### config.mk
export PLATFORM = sky130hd
export DESIGN_NAME = bullet_engine
export DESIGN_NICKNAME = d
export VERILOG_FILES = /design/src/rtl/bullet_engine.sv
export SDC_FILE = /design/constraint.sdc
export NUM_CORES = 1
export LEC_CHECK = 0
export CAP_MARGIN = 10
export CORE_ASPECT_RATIO = 0.6
export CORE_UTILIZATION = 39
export DETAILED_ROUTE_END_ITERATION = 8
export PLACE_DENSITY = 0.65
export SETUP_SLACK_MARGIN = 0.2
export SYNTH_ARGS = -nofsm -noshare
export SYNTH_HDL_FRONTEND = slang
export SYNTH_SLANG_ARGS = --single-unit
### constraint.sdc
create_clock -name clk_i -period 3.38 [get_ports clk_i]
set_clock_uncertainty 0.2 [all_clocks]
set_input_delay 1.014 -clock clk_i [delete_from_list [all_inputs] [get_ports clk_i]]
set_output_delay 1.014 -clock clk_i [all_outputs]
set_load 0.005 [all_outputs]
### src/rtl/bullet_engine.sv
// Two-bullet projectile engine: spawns, moves and hit-tests one bullet per player.
// Bullet 1 travels +x toward player 2; bullet 2 travels -x toward player 1.
module bullet_engine #(
  parameter int SCREEN_W = 640,
  parameter int PLAYER_W = 16,
  parameter int PLAYER_H = 32,
  parameter int P1_X     = 16,
  parameter int P2_X     = 608,
  parameter int SPEED    = 4
) (
  input  logic       clk_i,
  input  logic       rst_ni,
  input  logic       frame_tick_i,
  input  logic       is_playing_i,
  input  logic       game_reset_i,
  input  logic       fire_1_i,
  input  logic       fire_2_i,
  input  logic [9:0] player_1_y_i,
  input  logic [9:0] player_2_y_i,
  output logic       bullet_collide_player_1_o,
  output logic       bullet_collide_player_2_o,
  output logic       bullet_1_active_o,
  output logic       bullet_2_active_o,
  output logic [9:0] bullet_1_x_o,
  output logic [9:0] bullet_1_y_o,
  output logic [9:0] bullet_2_x_o,
  output logic [9:0] bullet_2_y_o
);

  typedef enum logic [1:0] {
    S_IDLE = 2'd0,
    S_FLY  = 2'd1,
    S_HIT  = 2'd2
  } bstate_t;

  bstate_t     st1, st2;
  logic [9:0]  x1, y1, x2, y2;
  logic        col1, col2;
  logic        fire1_q, fire2_q;
  logic        pend1, pend2;
  logic        rise1, rise2;
  logic        pend1_eff, pend2_eff;
  logic [10:0] nx1, nx2;
  logic        hit1, hit2, off1, off2;
  logic        step;

  assign rise1     = fire_1_i & ~fire1_q;
  assign rise2     = fire_2_i & ~fire2_q;
  assign pend1_eff = pend1 | rise1;
  assign pend2_eff = pend2 | rise2;
  assign step      = frame_tick_i & is_playing_i;

  // next_x is one bit wider so +x overflow and -x underflow never alias into the playfield
  always_comb begin
    nx1  = {1'b0, x1} + 11'(SPEED);
    nx2  = {1'b0, x2} - 11'(SPEED);
    hit1 = (nx1 >= 11'(P2_X)) && (nx1 < 11'(P2_X + PLAYER_W)) &&
           ({1'b0, y1} >= {1'b0, player_2_y_i}) &&
           ({1'b0, y1} <  ({1'b0, player_2_y_i} + 11'(PLAYER_H)));
    hit2 = (nx2 >= 11'(P1_X)) && (nx2 < 11'(P1_X + PLAYER_W)) &&
           ({1'b0, y2} >= {1'b0, player_1_y_i}) &&
           ({1'b0, y2} <  ({1'b0, player_1_y_i} + 11'(PLAYER_H)));
    off1 = (nx1 >= 11'(SCREEN_W));
    off2 = (x2 < 10'(SPEED));
  end

  always_ff @(posedge clk_i or negedge rst_ni) begin
    if (!rst_ni) begin
      fire1_q <= 1'b0;
      fire2_q <= 1'b0;
      pend1   <= 1'b0;
      pend2   <= 1'b0;
    end else begin
      fire1_q <= fire_1_i;
      fire2_q <= fire_2_i;
      if (game_reset_i || frame_tick_i) begin
        pend1 <= 1'b0;
        pend2 <= 1'b0;
      end else begin
        pend1 <= pend1_eff;
        pend2 <= pend2_eff;
      end
    end
  end

  // Bullet 1 FSM; owns the "player 2 was hit" flag
  always_ff @(posedge clk_i or negedge rst_ni) begin
    if (!rst_ni) begin
      st1  <= S_IDLE;
      x1   <= '0;
      y1   <= '0;
      col2 <= 1'b0;
    end else if (game_reset_i) begin
      st1  <= S_IDLE;
      x1   <= '0;
      y1   <= '0;
      col2 <= 1'b0;
    end else if (step) begin
      case (st1)
        S_IDLE: begin
          if (pend1_eff) begin
            st1 <= S_FLY;
            x1  <= 10'(P1_X + PLAYER_W);
            y1  <= player_1_y_i + 10'(PLAYER_H / 2);
          end
        end
        S_FLY: begin
          if (hit1) begin
            st1  <= S_HIT;
            col2 <= 1'b1;
          end else if (off1) begin
            st1 <= S_IDLE;
            x1  <= '0;
            y1  <= '0;
          end else begin
            x1 <= nx1[9:0];
          end
        end
        S_HIT:   st1 <= S_HIT;
        default: st1 <= S_IDLE;
      endcase
    end
  end

  // Bullet 2 FSM; owns the "player 1 was hit" flag
  always_ff @(posedge clk_i or negedge rst_ni) begin
    if (!rst_ni) begin
      st2  <= S_IDLE;
      x2   <= '0;
      y2   <= '0;
      col1 <= 1'b0;
    end else if (game_reset_i) begin
      st2  <= S_IDLE;
      x2   <= '0;
      y2   <= '0;
      col1 <= 1'b0;
    end else if (step) begin
      case (st2)
        S_IDLE: begin
          if (pend2_eff) begin
            st2 <= S_FLY;
            x2  <= 10'(P2_X - 1);
            y2  <= player_2_y_i + 10'(PLAYER_H / 2);
          end
        end
        S_FLY: begin
          if (hit2) begin
            st2  <= S_HIT;
            col1 <= 1'b1;
          end else if (off2) begin
            st2 <= S_IDLE;
            x2  <= '0;
            y2  <= '0;
          end else begin
            x2 <= nx2[9:0];
          end
        end
        S_HIT:   st2 <= S_HIT;
        default: st2 <= S_IDLE;
      endcase
    end
  end

  assign bullet_1_active_o         = (st1 == S_FLY);
  assign bullet_2_active_o         = (st2 == S_FLY);
  assign bullet_1_x_o              = x1;
  assign bullet_1_y_o              = y1;
  assign bullet_2_x_o              = x2;
  assign bullet_2_y_o              = y2;
  assign bullet_collide_player_1_o = col1;
  assign bullet_collide_player_2_o = col2;

endmodule
Word level (Yosys, flattened, before mapping). Cells that the tools add are included.

Input bits: 27. Word-level logic and storage cells: 117. Output and inout port bits: 44. Flip-flop bits (word level): 50.

Reductions and logical operators: 24. Mux-type cells: 46. $lt $le $gt $ge: 10. Eq/ne operators: 12. $add $sub $neg: 6. Bitwise logic cells: 7.

Operator list (count): $mux 10 (20); $pmux 10 s2 (4); $add 10x6->11 const B (2); $ge 11x10->1 const B (2); $lt 10x11->1 (2); $add 10x5->10 const B (2); $ge 10x10->1 (2); $mux 2 (10); $ne 3x3->1 const B (4); $pmux 2 s3 (2); $reduce_and 3->1 (4); $add 10x3->11 const B (1); $ge 11x5->1 const B (1); $lt 11x10->1 const B (1); $lt 11x6->1 const B (1); $sub 10x3->11 const B (1); $lt 10x3->1 const B (1); $mux 1 (10); $reduce_and 5->1 (2); $reduce_bool 2->1 (5); $ne 4x2->1 const B (2); $reduce_and 4->1 (2); $logic_and 1x1->1 (6); $ne 3x2->1 const B (2); other kinds (8) (16).

Longest topological paths before layout. Gate-level depths: netlist of run 1.

Depth after elaboration: 9. Mapped depth: 11. Depth with buffers taken out: 10.

Worst setup path before layout of run 1. OpenSTA, ideal clock, no wires.

Kind: input to register. From: in player_2_y_i[7]. To: reg x1[3] (netlist: bullet_1_x_o[3]). Arrival time: 2936 ps. Setup time: 125 ps. Buffers on the path: 1. Stages on the path: 11. Required time: 3055 ps. Path slack: 119 ps. Cells stage by stage: buf_2 -> and3_1 -> xnor2_1 -> ha_1 -> a21o_1 -> a21oi_1 -> o22ai_1 -> a211oi_1 -> o311a_2 -> a21oi_1 -> mux2_2.

Word-level cells in the longest chain between the ends: 5. Elaborated cells between the ends (all ways): 7. Those cells by class: 1 x add/sub; 2 x order compare; 1 x eq/ne; 3 x reduce/logical.

Ends and longest elaborated chain: start: declaration (line 19) `input logic [9:0] player_2_y_i,`; $add 10x6->11 or $ge 10x10->1 (tied branches) (line 59, 58); $lt 10x11->1 or $logic_and 1x1->1 (tied branches) (line 59, 57); $logic_and 1x1->1 (*) (line 58) `({1'b0, y1} >= {1'b0, player_2_y_i}) &&`; $ne 3x3->1 (no source line) (*); $reduce_and 4->1 (no source line) (*); end signal: assignment (line 103) `x1 <= 10'(P1_X + PLAYER_W);`; end signal: assignment (line 116) `x1 <= nx1[9:0];`; end: declaration (line 37) `logic [9:0] x1, y1, x2, y2;`.

Every way passes the cells marked *; elsewhere a longest branch is shown, timed or not. A chain may end at the register's enable or synchronous reset.

Worst setup path in the final report of run 1.
From: in player_2_y_i[6]. To: reg x1[3] (netlist: bullet_1_x_o[3]).

The elaborated chain is that of the path after synthesis.

==> results of run 1 <==
-- critical path, cell delays in order --
cell and delay, ns:
buf_8 0.10, buf_6 0.10, and3_4 0.18, xnor2_2 0.12, ha_1 0.29, a21o_1 0.17, a21oi_2 0.16, o22ai_2 0.09
a211oi_2 0.20, o311a_4 0.25, buf_6 0.11, a21oi_4 0.06, mux2_4 0.30
-- synthesized netlist by cell type (all sizes together) (5+ instances only) --
library cell / number
a211oi: 5
a21oi: 26
a22o: 11
buf: 10
clkbuf: 6
dfrtp: 47
ha: 37
inv: 35
nand2: 37
nand3: 11
nand4: 6
nor2: 18
nor3: 10
o211ai: 5
o21ai: 28
o31ai: 11
xnor2: 14
-- logic make-up after synthesis --
family | synth area share (%)
AND/OR/NAND/NOR | 18.30
AO/OA/AOI/OAI | 22.25
buffers and inverters | 6.723
flip-flops | 34.34
adder cells (fa/ha/maj) | 13.52
XOR/XNOR | 3.836
multiplexers | 0.9134
other | 0.1095
-- stage by stage --
stage / setup TNS (ns) / setup slack (ns) / hold WS [ns]
floorplan: 0 / 0.1921 / 0.2945
global placement: -8.160 / -0.5540 / 0.2884
detailed placement: -9.060 / -0.7146 / 0.2980
CTS: 0 / 0.1208 / 0.3159
global route: 0 / 0.1452 / 0.3366
finish: 0 / 0.1977 / 0.3153
-- flip-flops by register name (all words and copies together) (netlist names) --
name                       flops
bullet_1_x_o                   8
pend2                          1
bullet_2_y_o                  10
fire2_q                        1
pend1                          1
bullet_collide_player_1_o      1
fire1_q                        1
bullet_1_y_o                  10
bullet_collide_player_2_o      1
st1                            2
bullet_2_x_o                   9
st2                            2
-- report_power, final --
group / internal (W) / switching, W
Clock: 0.000277 / 0.000225
Sequential: 0.000645 / 0.000124
Combinational: 0.000516 / 0.000428
-- routing by layer --
metal | share of wire, % | routed length [um] | track usage [%]
met1 | 48 | 4880 | 33.00
met2 | 45 | 4641 | 35.33
met3 | 6.2 | 637 | 4.755
met4 | 0.93 | 95 | 5.221
met5 | 0 | 0 | 0
-- cell type report --
class                   instances  area (um2)  share of cell area, %
flip-flops and latches         47        1176                  23.22
clock inverters                 3       25.02                 0.4939
repair buffers                129        1152                  22.75
well taps                     112       140.1                  2.766
clock buffers                   5       125.1                  2.470
multi-input cells             286        2312                  45.64
inverters                      36       135.1                  2.667
-- worst paths after layout --
check	start	to	slack (ns)	depth (start not counted)
max	player_2_y_i[6]	bullet_1_x_o[3]	0.20	13
min	bullet_2_x_o[0]	bullet_2_x_o[0]	0.32	1
max reg2reg	bullet_2_x_o[2]	bullet_2_x_o[4]	0.62	9
min reg2reg	bullet_2_x_o[0]	bullet_2_x_o[0]	0.32	1
max in group asynchronous	rst_ni	bullet_2_x_o[7]	1.91	2
min in group asynchronous	rst_ni	bullet_1_x_o[9]	0.52	1
-- placed cells by master, fill, tap and decap left out, drive strengths merged, types with 3 or more instances in the layout --
cell type      synthesis  final
inv                   35     35
nand3                 11     11
or3                    4      4
clkbuf                 6      8
nand3b                 4      4
nor2b                  3      3
dfrtp                 47     47
a22o                  11     11
o211ai                 5      5
buf                   10     67
and3                   3      3
ha                    37     37
nor2                  18     18
xnor2                 14     14
dlymetal6s2s           0      4
dlygate4sd2            0      6
nand4                  6      6
clkdlybuf4s50          0     48
a2111oi                3      3
a21oi                 26     26
o21ai                 28     28
and2                   4      4
nand2                 37     37
o22ai                  4      4
o41ai                  3      3
a211oi                 5      5
clkinv                 1      3
nor3                  10     10
o31ai                 11     11
nand2b                 4      4
a21o                   3      3
-- repair_timing --
item                       CTS  global route
pin swaps                   29            26
setup endpoints to repair   19            15
setup buffers                5             5
resized for setup           82            23
gates cloned                 0             0
hold endpoints to repair     0             0
==> impl_metrics.toml, run 1 <==
[run_status]
status = "complete, no violations"

[final_layout]
fillers = 727
n_antenna_cell = 0
synthToLayoutAreaGrowth_pct = 47.94
drive_gt1_share_pct = 26.28
final_nets = 569
fin_cells = 618
fin_area_um2 = 5066
utilization_pct = 59.44

[worst_setup_path]
crit_path_end_kind = "flop"
cp_data_arrival_time_ns = 3.17
path_class = "input pin to flop"
worstPathMaxFanout = 3
startpoint_type = "input pin"
worstPathRequired_ns = 3.36

[die]
die-area_um2 = 9172
num_io_pins = 71
die_w_um = 123.0
rows = 26
die_y_um = 74.59
initial_utilization_pct = 40.18
core_area_um2 = 8523

[placed_design]
dp_hpwl_um = 7562
portBuffers = 68
placed_area_um2 = 4559
dp_cells = 600
gp_congestion = 0.8352

[route]
via_count = 3400
final_antenna_net_count = 0
wl_per_cell_um = 16.59
finalWirelength_um = 10260
drc_errors = 0
drt-initial-drc-count = 177
drt-pass1-iter-count = 4
via_per_inst = 5.502

[logic_synthesis]
synth_edf_count = 0
ys_seq_area_share_pct = 34.34
synth_area_um2 = 3425
synth_top_area_share_pct = 34.34
synth.avg_cell_area_um2 = 8.918
netlist-cell-type-count = 60
yosys_register_bits = 47
synth_ff_type = "dfrtp_1"
synthTopCellsByArea = "dfrtp_1 34%, ha_1 14%, nand2_1 4.1%"
async_reset_ff_share_pct = 100.0
synth_top_area_cell = "dfrtp_1"
yosysWarnings = 0
syn_inst = 384

[timing]
rsz0062_at_grt = "true"
finalMaxSlewViolations = 0
tightest_slew_ns = 0.5829
hold_viol = 0
setup_viol = 0
relSlewSlack_pct = 61.14
fin_crit_ns = 3.182
fmax_ghz = 0.3142
timing.final.crit_share_pct = 94.15

[clock_network]
cts.htree.levels = 2
cts_tree = "yes"
clk_pin_slew_worst_paths_ns = 0.07
clock-sinks = 47
clock_latency_ns = 0.29
cts-buffers-inserted = 5
cts_buffer_depth = 2
cts_root_buf = "clkbuf_16"
hold_buffers = 0

[grt]
grt_pass1_wl_um = 16000
grt_overflow = 0
grt_pass1_vias = 3164
grt_max_degree = 25
grt_antenna_before_repair = 0
grtUsageTotal_pct = 22.89

[power]
peakVddDrop_mv = 0.2459
power.density_nw_per_um2 = 436.9
power.leakage_nw = 2.304
p_total_w = 0.002213

[job]
maxCapViolations = 0

[worst_hold_path]
hp-class = "flop to flop"
Note: power is estimated with default switching activity, not from simulation.
==> run 2: changes to the inputs <==
--- a/config.mk
+++ b/config.mk
@@ -6,10 +6,12 @@
 export NUM_CORES = 1
 export LEC_CHECK = 0
 export CAP_MARGIN = 10
+export CELL_PAD_IN_SITES_DETAIL_PLACEMENT = 1
+export CELL_PAD_IN_SITES_GLOBAL_PLACEMENT = 2
 export CORE_ASPECT_RATIO = 0.6
-export CORE_UTILIZATION = 39
+export CORE_UTILIZATION = 31
 export DETAILED_ROUTE_END_ITERATION = 8
-export PLACE_DENSITY = 0.65
+export PLACE_DENSITY = 0.81
 export SETUP_SLACK_MARGIN = 0.2
 export SYNTH_ARGS = -nofsm -noshare
 export SYNTH_HDL_FRONTEND = slang
==> impl_metrics.toml, run 2 (synthesized netlist as in run 1, its figures left out) <==
[worst_hold_path]
hold_end = "bullet_collide_player_1_o"
hp-class = "flop to flop"
worstHoldStart = "bullet_collide_player_1_o"
hold_depth = 2

[clock_network]
cts.htree.levels = 2
cts_tree = "yes"
cts_root_buf = "clkbuf_16"
clock_latency_ns = 0.29
clk_pin_slew_worst_paths_ns = 0.07
cts-buffers-inserted = 5
cts_buffer_depth = 2
hold_buffers = 0
clock-sinks = 47

[grt]
grt_overflow = 0
grt_pass1_wl_um = 19020
grt_max_degree = 26
grtUsageTotal_pct = 21.57
grt_antenna_before_repair = 0
grt_pass1_vias = 3519

[timing]
fin_crit_ns = 3.130
tightest_slew_ns = 0.6546
setup_viol = 0
finalMaxSlewViolations = 0
finalSetupTns_ns = 0
timing.final.crit_share_pct = 92.60
hold_viol = 0
rsz0062_at_grt = "true"
fmax_ghz = 0.3195
relSlewSlack_pct = 56.36

[worst_setup_path]
r2r_start = "bullet_2_x_o[2]"
rr_endpoint = "bullet_2_x_o[4]"
crit_path_end_kind = "flop"
ff2ff_setup_slack_ns = 0.57
startpoint_type = "input pin"
path_class = "input pin to flop"
worstPathRequired_ns = 3.37
worstPathMaxFanout = 4
r2r_cells = 10
cp_data_arrival_time_ns = 3.12

[route]
via_per_inst = 5.294
finalWirelength_um = 11760
drt-initial-drc-count = 125
final_antenna_net_count = 0
drc_errors = 0
via_count = 3367
drt-pass1-iter-count = 4
wl_per_cell_um = 18.48

[power]
peakVddDrop_mv = 0.2549
power.leakage_nw = 2.258
power.density_nw_per_um2 = 460.7

[die]
die_w_um = 137.7
rows = 29
die_y_um = 83.42
die-area_um2 = 11490
initial_utilization_pct = 32.10
core_area_um2 = 10670
num_io_pins = 71

[run_status]
status = "complete, no violations"

[final_layout]
final_common_cell = "buf_4"
drive_gt1_share_pct = 25.55
final_nets = 561
utilization_pct = 47.55
final_cell_mix = "49 x buf_4, 47 x dfrtp_1, 47 x clkdlybuf4s50_1"
n_antenna_cell = 0
synthToLayoutAreaGrowth_pct = 48.12

[job]
maxCapViolations = 0

[placed_design]
dp_hpwl_um = 9007
gp_congestion = 0.8297
portBuffers = 68
## run 2: worst max-delay path by stage
stage | from | cells after the start | end
after floorplan | player_2_y_i[7] | 11 | bullet_1_x_o[3]
after global placement | player_1_y_i[5] | 11 | bullet_2_x_o[4]
after detailed placement | player_2_y_i[5] | 10 | bullet_1_x_o[7]
after CTS | player_1_y_i[2] | 12 | bullet_2_x_o[5]
after global routing | player_2_y_i[5] | 13 | st1[1]
final | player_2_y_i[3] | 9 | bullet_1_x_o[7]
## run 2: repair_timing
action | in CTS | in global routing
hold endpoints to repair | 0 | 0
buffers inserted | 5 | 3
endpoints found under the setup margin | 19 | 15
gates resized for setup | 72 | 34
pin swaps | 27 | 22
## run 2: area by class of cell
cell class	count	area, um2
fillers	1223	5595
multi-input cells	286	2332
flip-flops and latches	47	1176
repair buffers	121	1092
well taps	139	173.9
inverters	36	135.1
clock buffers	5	125.1
clock inverters	2	37.54
## run 2: power by group
group	leakage (nW)	switching [W]	internal, W
registers	0.619	0.000136	0.000644
logic	1.56	0.000457	0.000526
clock network	0.0759	0.000227	0.000346
## run 2: metal layers
layer | routed length, um | global-route usage [%]
met2 | 5206 | 32.34
met4 | 76 | 3.755
met1 | 6084 | 32.10
met3 | 389 | 4.029
met5 | 0 | 0
## run 2: stage by stage
| step | instances | power [W] | hold slack (ns) | instance area, um2 | worst slack, ns |
|---|---|---|---|---|---|
| 3_3_place_gp | 621 | 0.001610 | 0.3046 | 4548 | -0.4603 |
| 4_1_cts | 633 | 0.002305 | 0.3232 | 4941 | 0.2041 |
| 5_1_grt | 636 | 0.002494 | 0.3359 | 5072 | 0.1260 |
| 2_1_floorplan | 385 | 0.001183 | 0.2945 | 3443 | 0.1921 |
| 3_5_place_dp | 621 | 0.001639 | 0.3005 | 4548 | -0.5621 |
| 6_report | 636 | 0.002337 | 0.3218 | 5072 | 0.2501 |
## run 2: critical path, cell delays in order
cell	delay (ns)
clkdlybuf4s15_2	0.20
inv_1	0.10
ha_4	0.22
a22o_1	0.24
o41ai_2	0.33
a211oi_2	0.13
o311a_4	0.16
or3_4	0.43
o41ai_2	0.30
==> run 3: changes to the inputs <==
--- a/config.mk
+++ b/config.mk
@@ -5,7 +5,7 @@
 export SDC_FILE = /design/constraint.sdc
 export NUM_CORES = 1
 export LEC_CHECK = 0
-export CAP_MARGIN = 10
+export CAP_MARGIN = 20
 export CELL_PAD_IN_SITES_DETAIL_PLACEMENT = 1
 export CELL_PAD_IN_SITES_GLOBAL_PLACEMENT = 2
 export CORE_ASPECT_RATIO = 0.6
==> constraint.sdc (replaced) <==
create_clock -name clk_i -period 3.38 [get_ports clk_i]
set_clock_uncertainty 0.2 [all_clocks]
set_input_delay 0.338 -clock clk_i [delete_from_list [all_inputs] [get_ports clk_i]]
set_output_delay 0.338 -clock clk_i [all_outputs]
set_load 0.005 [all_outputs]
==> impl_metrics.toml, run 3 (synthesized netlist as in run 1, its figures left out) <==
[placed_design]
dpl_worst_slack_ns = -0.09672
portBuffers = 68
dp_hpwl_um = 8423
gp_congestion = 0.8048
dp_cells = 591

[grt]
grt_antenna_before_repair = 0
grtUsageTotal_pct = 19.92
grt_pass1_vias = 3344
grt_overflow = 0
grt_max_degree = 25
grt_pass1_wl_um = 17700

[die]
num_io_pins = 71
die_y_um = 83.42
die_w_um = 137.7
core_area_um2 = 10670
rows = 29
initial_utilization_pct = 32.10
die-area_um2 = 11490

[worst_hold_path]
hold_depth = 1
hold_end = "fire2_q"
hp-class = "input pin to flop"
worstHoldStart = "fire_2_i"

[job]
maxCapViolations = 0

[final_layout]
final_cell_mix = "67 x clkdlybuf4s50_1, 47 x dfrtp_1, 37 x nand2_1"
n_antenna_cell = 0
final_nets = 524
fillers = 1247
fin_cells = 600
drive_gt1_share_pct = 8.460
final_common_cell = "clkdlybuf4s50_1"
synthToLayoutAreaGrowth_pct = 30.47
utilization_pct = 41.88

[clock_network]
cts_setup_buffers = 0
cts_tree = "yes"
cts_buffer_depth = 2
clk_pin_slew_worst_paths_ns = 0.07
clock_latency_ns = 0.30
clock-sinks = 47
cts-buffers-inserted = 5
cts_root_buf = "clkbuf_16"
cts.htree.levels = 2

[worst_setup_path]
r2r_cells = 7
rr_endpoint = "bullet_1_y_o[2]"
r2r_start = "bullet_1_x_o[2]"
worstPathMaxFanout = 5
startpoint_type = "input pin"
ff2ff_setup_slack_ns = 0.53
path_class = "input pin to flop"
cp_data_arrival_time_ns = 3.04
crit_path_end_kind = "flop"
worstPathRequired_ns = 3.36

[route]
drc_errors = 0
drt-initial-drc-count = 120
wl_per_cell_um = 17.57
via_count = 3156
final_antenna_net_count = 0
drt-pass1-iter-count = 4
via_per_inst = 5.260
finalWirelength_um = 10540

[timing]
setup_viol = 0
fmax_ghz = 0.3267
fin_crit_ns = 3.061
setup_ws_ns = 0.3189
finalMaxSlewViolations = 0
rsz0062_at_grt = "true"
tightest_slew_ns = 0.6324
hold_viol = 0
timing.final.crit_share_pct = 90.56
relSlewSlack_pct = 57.74

[power]
power.density_nw_per_um2 = 466.2
p_total_w = 0.002083
peakVddDrop_mv = 0.1867
power.leakage_nw = 1.951

[run_status]
status = "complete, no violations"
[run 3: changes by cell type in the layout (fill, tap and decap cells not counted), sizes merged, moves of 2 or more]
cell           previous run  this run
buf                      59        16
clkdlybuf4s15             2         0
clkdlybuf4s50            47        67
clkbuf                    8         5
dlygate4sd2               5         0
dlymetal6s2s              5         0
[run 3: metrics by stage]
stage,hold slack (ns),setup TNS (ns),area [um2]
after detailed placement,0.1784,-0.2193,4295
after CTS,0.3104,0,4454
after floorplan,-0.1576,0,3428
after global routing,0.3238,0,4468
final,0.3166,0,4468
after global placement,0.1740,0,4295
[run 3: what timing repair did]
item / CTS / global route
endpoints found under the setup margin: 0 / 13
hold buffers: 1 / 0
resized for setup: 0 / 5
hold endpoints to repair: 23 / 0
[run 3: worst max path at each step]
stage,end,cells after the start,startpoint,slack (ns)
4_1_cts,bullet_1_x_o[3],11,player_2_y_i[5],0.21
5_1_grt,bullet_2_x_o[4],13,player_1_y_i[5],0.16
3_5_place_dp,bullet_1_x_o[3],11,player_2_y_i[5],-0.1
6_report,bullet_1_x_o[3],11,player_2_y_i[5],0.32
3_3_place_gp,bullet_2_x_o[4],13,player_1_y_i[5],0.10
2_1_floorplan,bullet_1_x_o[3],11,player_2_y_i[7],0.79
[run 3: per-layer routing]
layer	routed length (um)	global-route usage, %	vias up	part of all wire, %
li1	-	-	1543	-
met4	140	4.941	0	1.3
met3	453	4.335	14	4.3
met1	5422	29.06	1536	51
met5	0	0	-	0
met2	4527	29.51	63	43
[run 3: report_power, final]
| part | total [W] | internal (W) | switching, W |
|---|---|---|---|
| clock | 0.000508 | 0.000277 | 0.000231 |
| sequential | 0.000763 | 0.000645 | 0.000118 |
| combinational | 0.000812 | 0.000418 | 0.000394 |
[run 3: final cells by class]
type | instances | area [um2] | area share [%]
inverters | 36 | 135.1 | 3.024
repair buffers | 84 | 798.3 | 17.87
multi-input cells | 286 | 2036 | 45.56
clock inverters | 3 | 23.77 | 0.5321
well taps | 139 | 173.9 | 3.892
flip-flops and latches | 47 | 1176 | 26.32
clock buffers | 5 | 125.1 | 2.800
[run 3: critical path: stages]
cell,delay (ns)
clkdlybuf4s50_1,0.50
ha_1,0.32
inv_1,0.04
ha_1,0.29
nand4b_1,0.10
a21oi_1,0.05
a2111oi_1,0.54
buf_4,0.22
o311a_2,0.24
a21oi_2,0.09
mux2_2,0.30
